### src/rtl/jtpopeye_dma.sv
// Object-RAM DMA controller for the Popeye main board.
//
// On each rising edge of start (VBLANK) the block requests the Z80 bus, waits for
// the grant, streams the 2^AW-byte object window of main RAM from the AD_DMA/DD_DMA
// port into the video object buffer, and then hands the bus back.
//
// Sequence: IDLE -> REQ -> XFER -> DRAIN -> REL -> IDLE. A grant timeout in REQ
// sets err and returns to IDLE without done. Every state change, and every output
// change, happens only on cycles with cen=1.
//
// Optional feature: define JTPOPEYE_DMA_SUM_EN to build the XOR accumulator that
// drives dma_sum. Without it dma_sum is tied to 8'h00 and nothing else changes.
//
// Parameters:
//   AW        DMA address width; one transfer moves 2^AW bytes
//   RD_LAT    cen periods from an AD_DMA change to valid DD_DMA (>= 1)
//   GRANT_TO  cen periods to wait for busak_n before giving up
//
// Ports:
//   clk       system clock
//   rst_n     asynchronous active-low reset; drops the bus request at once
//   cen       CPU clock enable
//   start     trigger level (VB), rising edge detected on cen
//   busrq_n   Z80 bus request (registered)
//   busak_n   Z80 bus acknowledge
//   dma_cs    main RAM serves the DMA port
//   AD_DMA    RAM read address
//   DD_DMA    RAM read data
//   obj_we    object buffer write strobe, one cen period wide
//   obj_addr  object buffer address
//   obj_data  object buffer data
//   busy      high in every state except IDLE
//   done      one cen period pulse on normal completion
//   err       grant timeout flag, cleared by the next accepted start
//   dma_sum   XOR of the bytes written by the last completed transfer

module jtpopeye_dma #(
  parameter int unsigned AW       = 10,
  parameter int unsigned RD_LAT   = 2,
  parameter int unsigned GRANT_TO = 255
) (
  input  logic          clk,
  input  logic          rst_n,
  input  logic          cen,
  input  logic          start,
  output logic          busrq_n,
  input  logic          busak_n,
  output logic          dma_cs,
  output logic [AW-1:0] AD_DMA,
  input  logic [7:0]    DD_DMA,
  output logic          obj_we,
  output logic [AW-1:0] obj_addr,
  output logic [7:0]    obj_data,
  output logic          busy,
  output logic          done,
  output logic          err,
  output logic [7:0]    dma_sum
);

  typedef enum logic [2:0] {
    StIdle,
    StReq,
    StXfer,
    StDrain,
    StRel
  } state_e;

  state_e        state_q, state_d;

  logic          start_q;
  logic          start_edge;
  logic          accept;

  logic [15:0]   to_q, to_d;
  logic [7:0]    drain_q, drain_d;
  logic [AW-1:0] ad_q, ad_d;

  logic          busrq_n_q, busrq_n_d;
  logic          dma_cs_q, dma_cs_d;
  logic          busy_q;
  logic          done_q, done_d;
  logic          err_q, err_d;
  logic          issue;

  // Read tag delay line: stage 0 is loaded on the issuing cen, the last stage
  // matches the cen on which DD_DMA holds that address's byte.
  logic [RD_LAT-1:0] tag_v_q;
  logic [AW-1:0]     tag_a_q [RD_LAT];
  logic              tag_out;

  logic          obj_we_q;
  logic [AW-1:0] obj_addr_q;
  logic [7:0]    obj_data_q;

  assign start_edge = start & ~start_q;
  // Edges while busy are dropped, never queued.
  assign accept     = (state_q == StIdle) && start_edge;
  assign tag_out    = tag_v_q[RD_LAT-1];

  //--------------------------------------------------------------------------
  // Next-state logic
  //--------------------------------------------------------------------------
  always_comb begin
    state_d   = state_q;
    to_d      = to_q;
    drain_d   = drain_q;
    ad_d      = ad_q;
    busrq_n_d = busrq_n_q;
    dma_cs_d  = dma_cs_q;
    done_d    = 1'b0;
    err_d     = err_q;
    issue     = 1'b0;

    unique case (state_q)
      StIdle: begin
        busrq_n_d = 1'b1;
        dma_cs_d  = 1'b0;
        if (accept) begin
          err_d     = 1'b0;
          to_d      = 16'(GRANT_TO);
          busrq_n_d = 1'b0;
          state_d   = StReq;
        end
      end

      StReq: begin
        busrq_n_d = 1'b0;
        if (!busak_n) begin
          ad_d     = '0;
          dma_cs_d = 1'b1;
          state_d  = StXfer;
        end else if (to_q == '0) begin
          // Counter already exhausted: GRANT_TO+1 ungranted cen periods in total.
          err_d     = 1'b1;
          busrq_n_d = 1'b1;
          state_d   = StIdle;
        end else begin
          to_d = to_q - 16'd1;
        end
      end

      StXfer: begin
        issue = 1'b1;
        if (&ad_q) begin
          // Last address stays on the bus; no wrap back to zero.
          drain_d = 8'(RD_LAT - 1);
          state_d = StDrain;
        end else begin
          ad_d = ad_q + 1'b1;
        end
      end

      StDrain: begin
        if (drain_q == '0) begin
          dma_cs_d  = 1'b0;
          busrq_n_d = 1'b1;
          state_d   = StRel;
        end else begin
          drain_d = drain_q - 8'd1;
        end
      end

      StRel: begin
        dma_cs_d  = 1'b0;
        busrq_n_d = 1'b1;
        if (busak_n) begin
          done_d  = 1'b1;
          state_d = StIdle;
        end
      end

      default: begin
        busrq_n_d = 1'b1;
        dma_cs_d  = 1'b0;
        state_d   = StIdle;
      end
    endcase
  end

  //--------------------------------------------------------------------------
  // Control registers
  //--------------------------------------------------------------------------
  always_ff @(posedge clk or negedge rst_n) begin
    if (!rst_n) begin
      state_q   <= StIdle;
      start_q   <= 1'b0;
      to_q      <= '0;
      drain_q   <= '0;
      ad_q      <= '0;
      busrq_n_q <= 1'b1;
      dma_cs_q  <= 1'b0;
      busy_q    <= 1'b0;
      done_q    <= 1'b0;
      err_q     <= 1'b0;
    end else if (cen) begin
      state_q   <= state_d;
      start_q   <= start;
      to_q      <= to_d;
      drain_q   <= drain_d;
      ad_q      <= ad_d;
      busrq_n_q <= busrq_n_d;
      dma_cs_q  <= dma_cs_d;
      busy_q    <= (state_d != StIdle);
      done_q    <= done_d;
      err_q     <= err_d;
    end
  end

  //--------------------------------------------------------------------------
  // Read tag pipeline and object buffer write port
  //--------------------------------------------------------------------------
  always_ff @(posedge clk or negedge rst_n) begin
    if (!rst_n) begin
      tag_v_q <= '0;
      for (int unsigned i = 0; i < RD_LAT; i++) begin
        tag_a_q[i] <= '0;
      end
      obj_we_q   <= 1'b0;
      obj_addr_q <= '0;
      obj_data_q <= '0;
    end else if (cen) begin
      tag_v_q[0] <= issue;
      tag_a_q[0] <= ad_q;
      for (int unsigned i = 1; i < RD_LAT; i++) begin
        tag_v_q[i] <= tag_v_q[i-1];
        tag_a_q[i] <= tag_a_q[i-1];
      end
      obj_we_q <= tag_out;
      if (tag_out) begin
        obj_addr_q <= tag_a_q[RD_LAT-1];
        obj_data_q <= DD_DMA;
      end
    end
  end

  //--------------------------------------------------------------------------
  // Optional transfer checksum
  //--------------------------------------------------------------------------
`ifdef JTPOPEYE_DMA_SUM_EN
  logic [7:0] sum_q;
  logic [7:0] dma_sum_q;

  always_ff @(posedge clk or negedge rst_n) begin
    if (!rst_n) begin
      sum_q     <= '0;
      dma_sum_q <= '0;
    end else if (cen) begin
      if (accept) begin
        sum_q <= '0;
      end else if (tag_out) begin
        sum_q <= sum_q ^ DD_DMA;
      end
      // The last byte is folded in on REL entry, always before done.
      if (done_d) begin
        dma_sum_q <= sum_q;
      end
    end
  end

  assign dma_sum = dma_sum_q;
`else
  assign dma_sum = 8'h00;
`endif

  assign busrq_n  = busrq_n_q;
  assign dma_cs   = dma_cs_q;
  assign AD_DMA   = ad_q;
  assign obj_we   = obj_we_q;
  assign obj_addr = obj_addr_q;
  assign obj_data = obj_data_q;
  assign busy     = busy_q;
  assign done     = done_q;
  assign err      = err_q;

endmodule

### config.mk
export PLATFORM = sky130hd
export DESIGN_NAME = jtpopeye_dma
export DESIGN_NICKNAME = d
export VERILOG_FILES = /design/src/rtl/jtpopeye_dma.sv
export SDC_FILE = /design/constraint.sdc
export NUM_CORES = 1
export LEC_CHECK = 0
export ABC_AREA = 1
export CAP_MARGIN = 20
export CORE_MARGIN = 4
export CORE_UTILIZATION = 55
export CTS_CLUSTER_DIAMETER = 80
export DETAILED_ROUTE_END_ITERATION = 10
export PLACE_DENSITY_LB_ADDON = 0.15
export SYNTH_ARGS = -nofsm -noshare
export SYNTH_HDL_FRONTEND = slang
export SYNTH_SLANG_ARGS = --single-unit
### constraint.sdc
create_clock -name clk -period 2.3 [get_ports clk]
set_clock_uncertainty 0.1 [all_clocks]
set_input_delay 0.69 -clock clk [delete_from_list [all_inputs] [get_ports clk]]
set_output_delay 0.69 -clock clk [all_outputs]
set_load 0.05 [all_outputs]
# == Yosys cells after proc, flatten, opt, wreduce, memory -nomap -nowiden ==
# Cells that the tools add are included.
# op_classes
add_sub_neg,3
n_eq_ne,13
n_mux,32
bitwise_logic,3
reduce_logical,16
# op_table
op,count
2-to-1 mux 16 bit,3
one-hot mux 16 bit (2 select lines),1
2-to-1 mux 10 bit,2
one-hot mux 10 bit (2 select lines),1
2-to-1 mux 3 bit,6
"!= test 2 bit, second input constant",9
zero test 16 bit,1
2-to-1 mux 8 bit,2
one-hot mux 8 bit (2 select lines),1
"subtractor 16 x 1 -> 16 bit, second input constant",1
one-hot mux 3 bit (5 select lines),1
2-to-1 mux 1 bit,12
AND reduction 4 bit,3
"adder 10 x 1 -> 10 bit, second input constant",1
AND reduction 10 bit,1
AND reduction 5 bit,2
zero test 8 bit,1
"subtractor 8 x 1 -> 8 bit, second input constant",1
"== test 3 x 2 -> 1 bit, second input constant",2
nonzero test 2 bit,3
one-hot mux 1 bit (4 select lines),1
"== test 3 x 1 -> 1 bit, second input constant",1
"== test 3 bit, second input constant",1
zero test 3 bit,1
8 further kinds,9
# word_totals
regBits,84
input_bits,13

# == Depth between registers and ports, before layout ==
# depth
depth_word,6
mapped_depth,10
mapped_depth_nobuf,10

# == Least setup slack after synthesis ==
# Ideal clock, no wire load.
# synth_timing
path_type,reg2reg
startpoint,register ad_q[0] (netlist: AD_DMA[0])
endpoint,register drain_q[7]
setup_time_ns,0.117
arrival_time_ns,1.739
required_ns,2.083
slack_ns,0.343
path_stages_with_launch,9
path_buffers,0
cell_sequence,dfrtp_1 > ha_1 > nand3_2 > nor2_2 > a21oi_2 > nor2_4 > inv_2 > nand2_1 > nand2_1
# synth_via
elab_chain_cells,3
# synth_rtl
item,line,source
from (decl),76,"logic [AW-1:0] ad_q, ad_d;"
from (signal assigned),189,ad_q <= '0;
from (signal assigned),200,ad_q <= ad_d;
AND reduction 10 bit,144,if (&ad_q) begin
!= test 2 bit (no line),-,
AND reduction 4 bit (no line),-,
to (signal assigned),199,drain_q <= drain_d;
to (decl),75,"logic [7:0] drain_q, drain_d;"
# No other way between the ends.
# A chain may end at the register's enable or synchronous reset.

# == Worst setup path after layout ==
# layout_timing
startpoint,register busy_q (netlist: busy)
endpoint,output port busy
# layout_rtl
item,line,source
from (decl),80,logic busy_q;
from (signal assigned),203,busy_q <= (state_d != StIdle);
to (decl),54,"output logic busy,"
# No word-level cell between the ends.

==> flow_summary.yaml <==
run_status:
  status: "finished clean"
logic_synthesis:
  ys_types: 36
  yosys.area_share.simple_pct: 27.5
  synthesis.area_sq_um: 4300
  netlist_top_cells_count: "164 x nand2_1, 83 x dfrtp_1, 53 x nor2_1, 45 x inv_1, 36 x o21ai_0"
  avgSynthCellArea_sq_um: 8.19
  yosysMostFrequentCell: "nand2_1"
  ys_ff_latch: 84
  synth-edff-count: 0
  synth-xor-area-share_pct: 3.05
  yosysTopAreaCellShare_pct: 48.3
  synth.largest_area_cell: "dfrtp_1"
  synthMuxAreaShare_pct: 2.09
  synth_top_family_by_area: "simple AND/OR/NAND/NOR gates"
  synth_compound_area_share_pct: 9.63
  async_reset_ff_share_pct: 100
  synth_flop_cell: "dfrtp_1"
  ys_warn_count: 0
  synth_fa_ha_area_share_pct: 0.873
  synth_area_leaders: "dfrtp_1 48%, nand2_1 14%, nor2_1 4.6%, o21ai_0 4.2%, inv_1 3.9%"
  seq_area_frac_synth_pct: 48.9
  synthCells: 525
setup_path:
  crit_cells: 1
  end_kind: "output port"
  rrSetupSlack_ns: 0.32
  cpPeakStageDelay_ns: 0.53
  path_class: "reg2out"
  crit_slowest_cell: "dlygate4sd2_1"
  crit_chain: "dlygate4sd2_1"
  ff2ff_path_depth: 8
  crit_start: "busy$_DFFE_PN0P_"
  path_max_fanout: 2
  critical_path_buf_inv_count: 1
  crit_required_ns: 1.51
  r2r_start: "to_q[0]$_DFFE_PN0P_"
  endpoint: "busy"
  reg2reg_to: "to_q[12]$_DFFE_PN0P_"
  cp.arrival_ns: 1.26
  crit_path_start_kind: "register"
  cp_top_family: "buffers and inverters"
sta:
  worstMarginPinSlew_ns: 0.502
  relSlewSlack_pct: 66.5
  layout_min_cycle_time_ns: 2.05
  timing.fmax_mhz: 488
  rsz0062_at_grt: "no"
  fin_tns_setup_ns: 0
  hold_violations: 0
  finalCritPeriodShare_pct: 89.0
  slew_violations: 0
  setup_violations: 0
final_layout:
  final_area_sq_um: 5030
  fin_cells: 680
  area_growth_pct: 16.9
  insertedDiodeCount: 0
  drive_above_1_share_pct: 16.4
  layout.nets: 592
clock_network:
  clkSinkCount: 84
  clockBufferDepth: 2
  postCtsSetupRepairBufs: 0
  cts_resized: 16
  htree_levels: 3
  cts_hold_buf: 0
  cts-buffers-inserted: 9
  clock_latency_ns: 0.35
  path_clk_slew_ns: 0.09
  cts_tree: "built"
  cts_root_buf: "clkbuf_8"
global_route:
  antenna_found_initial: 0
  grt_usage_pct: 20.5
  overflow: 0
  grt_first_pass_wirelength_microns: 14900
  grt_pass1_vias: 3211
  grt_max_degree: 56
floorplanning:
  num_rows: 31
  die_w_microns: 96.4
  die_y_microns: 96.4
  dieArea_sq_um: 9300
  ios: 55
  core_sq_um: 7410
  initial_utilization_pct: 58.0
place:
  port_buffers: 46
  placed_area_sq_um: 4810
  dp_hpwl_microns: 6450
  place_inst: 664
  finalWeightedCongestion: 0.841
power_and_ir_drop:
  p_sw_share_pct: 45.2
  leakagePower_nw: 2.49
  p_per_area_nw_per_um2: 1220
  vdd_drop_max_uv: 801
  pwr-share-comb_pct: 44.1
  power.share.clock_pct: 19.4
  p_total_w: 0.00615
  p_seq_share_pct: 36.5
  p_sw_w: 0.00278
  internal-power_w: 0.00337
min_path:
  hold_class: "in2async"
drt:
  wl_met1_microns: 4080
  top_layer: "met4"
  dr.pass1.iters: 5
  drcViolationCount: 0
  drt_iter0_drc: 124
  ant_nets: 0
  routed_wl_microns: 8780
  dr_total_vias: 3446
  wl_met3_microns: 539
  wl_per_cell_microns: 12.9
  viasPerCell: 5.07
  wl_met2_microns: 4040
job:
  drv_cap: 0
[power groups by stage]
| stage | sequential, W | combinational, W | clock [W] |
|---|---|---|---|
| after global routing | 0.00229 | 0.00301 | 0.00128 |
| after detailed placement | 0.00227 | 0.00279 | 0 |
| after global placement | 0.00225 | 0.00275 | 0 |
| final | 0.00225 | 0.00271 | 0.00119 |
| after CTS | 0.00225 | 0.00273 | 0.00122 |
| after floorplan | 0.00283 | 0.00150 | 0 |
[metal layers]
metal  vias up  global-route usage (%)
met5         -                       0
met4         0                    7.48
met3         9                    4.11
met2        90                    31.1
met1      1590                    29.5
li1       1757                       -
[final cells by class]
type                            count  area, sq um
Clock buffer                        9          124
Clock inverter                      7          103
Fill cell                         627         2380
Inverter                           50          190
Multi-Input combinational cell    376         1890
Sequential cell                    84         2100
Tap cell                           99          124
Timing Repair Buffer               55          495
[layout by cell type (no fill, tap or decap), types with 8 or more instances in the layout]
cell type        count
nand2_1            164
dfrtp_1             83
nor2_1              53
inv_1               45
o21ai_0             36
nand3_1             30
buf_4               24
o21ai_2             16
dlygate4sd2_1       16
xor2_1              13
clkdlybuf4s50_1     11
clkbuf_8             9
mux2_2               8
conb_1               8
[cells by family (layout without fill, tap and decap cells)]
group           count (synthesis)  in the layout
mux                             8              8
flops                          84             84
other cells                     1              8
xor+xnor                       15             15
fa+ha+maj                       3              3
simple gates                  275            275
buf+inv                        72            121
compound gates                 67             67
[through the flow]
| stage | hold slack, ns | setup slack [ns] | utilization [%] |
|---|---|---|---|
| finish | 0.158 | 0.252 | 67.8 |
| global route | 0.173 | 0.136 | 67.8 |
| CTS | 0.161 | 0.00738 | 67.8 |
| detailed placement | 0.360 | -0.00506 | 65.0 |
| global placement | 0.355 | 0.0393 | 65.0 |
| floorplan | 0.294 | 0.343 | - |
[how the worst min path moves through the flow]
stage                                   end                    start  cells after the start
floorplan             AD_DMA[0]$_DFFE_PN0P_                    rst_n                      0
global placement     tag_v_q[1]$_DFFE_PN0P_   tag_v_q[1]$_DFFE_PN0P_                      2
detailed placement  tag_a_q[11]$_DFFE_PN0P_  tag_a_q[11]$_DFFE_PN0P_                      2
CTS                 obj_data[2]$_DFFE_PN0P_                    rst_n                      1
global route        obj_data[5]$_DFFE_PN0P_                    rst_n                      1
finish              obj_data[2]$_DFFE_PN0P_                    rst_n                      1
[sequential cells by signal (all words and copies together) (netlist names), 2 cells and up]
signal    flops
obj_data      8
tag_a_q      20
AD_DMA       10
obj_addr     10
drain_q       8
state_q       3
tag_v_q       2
to_q         16
Note: power is estimated with default switching activity, not from simulation.
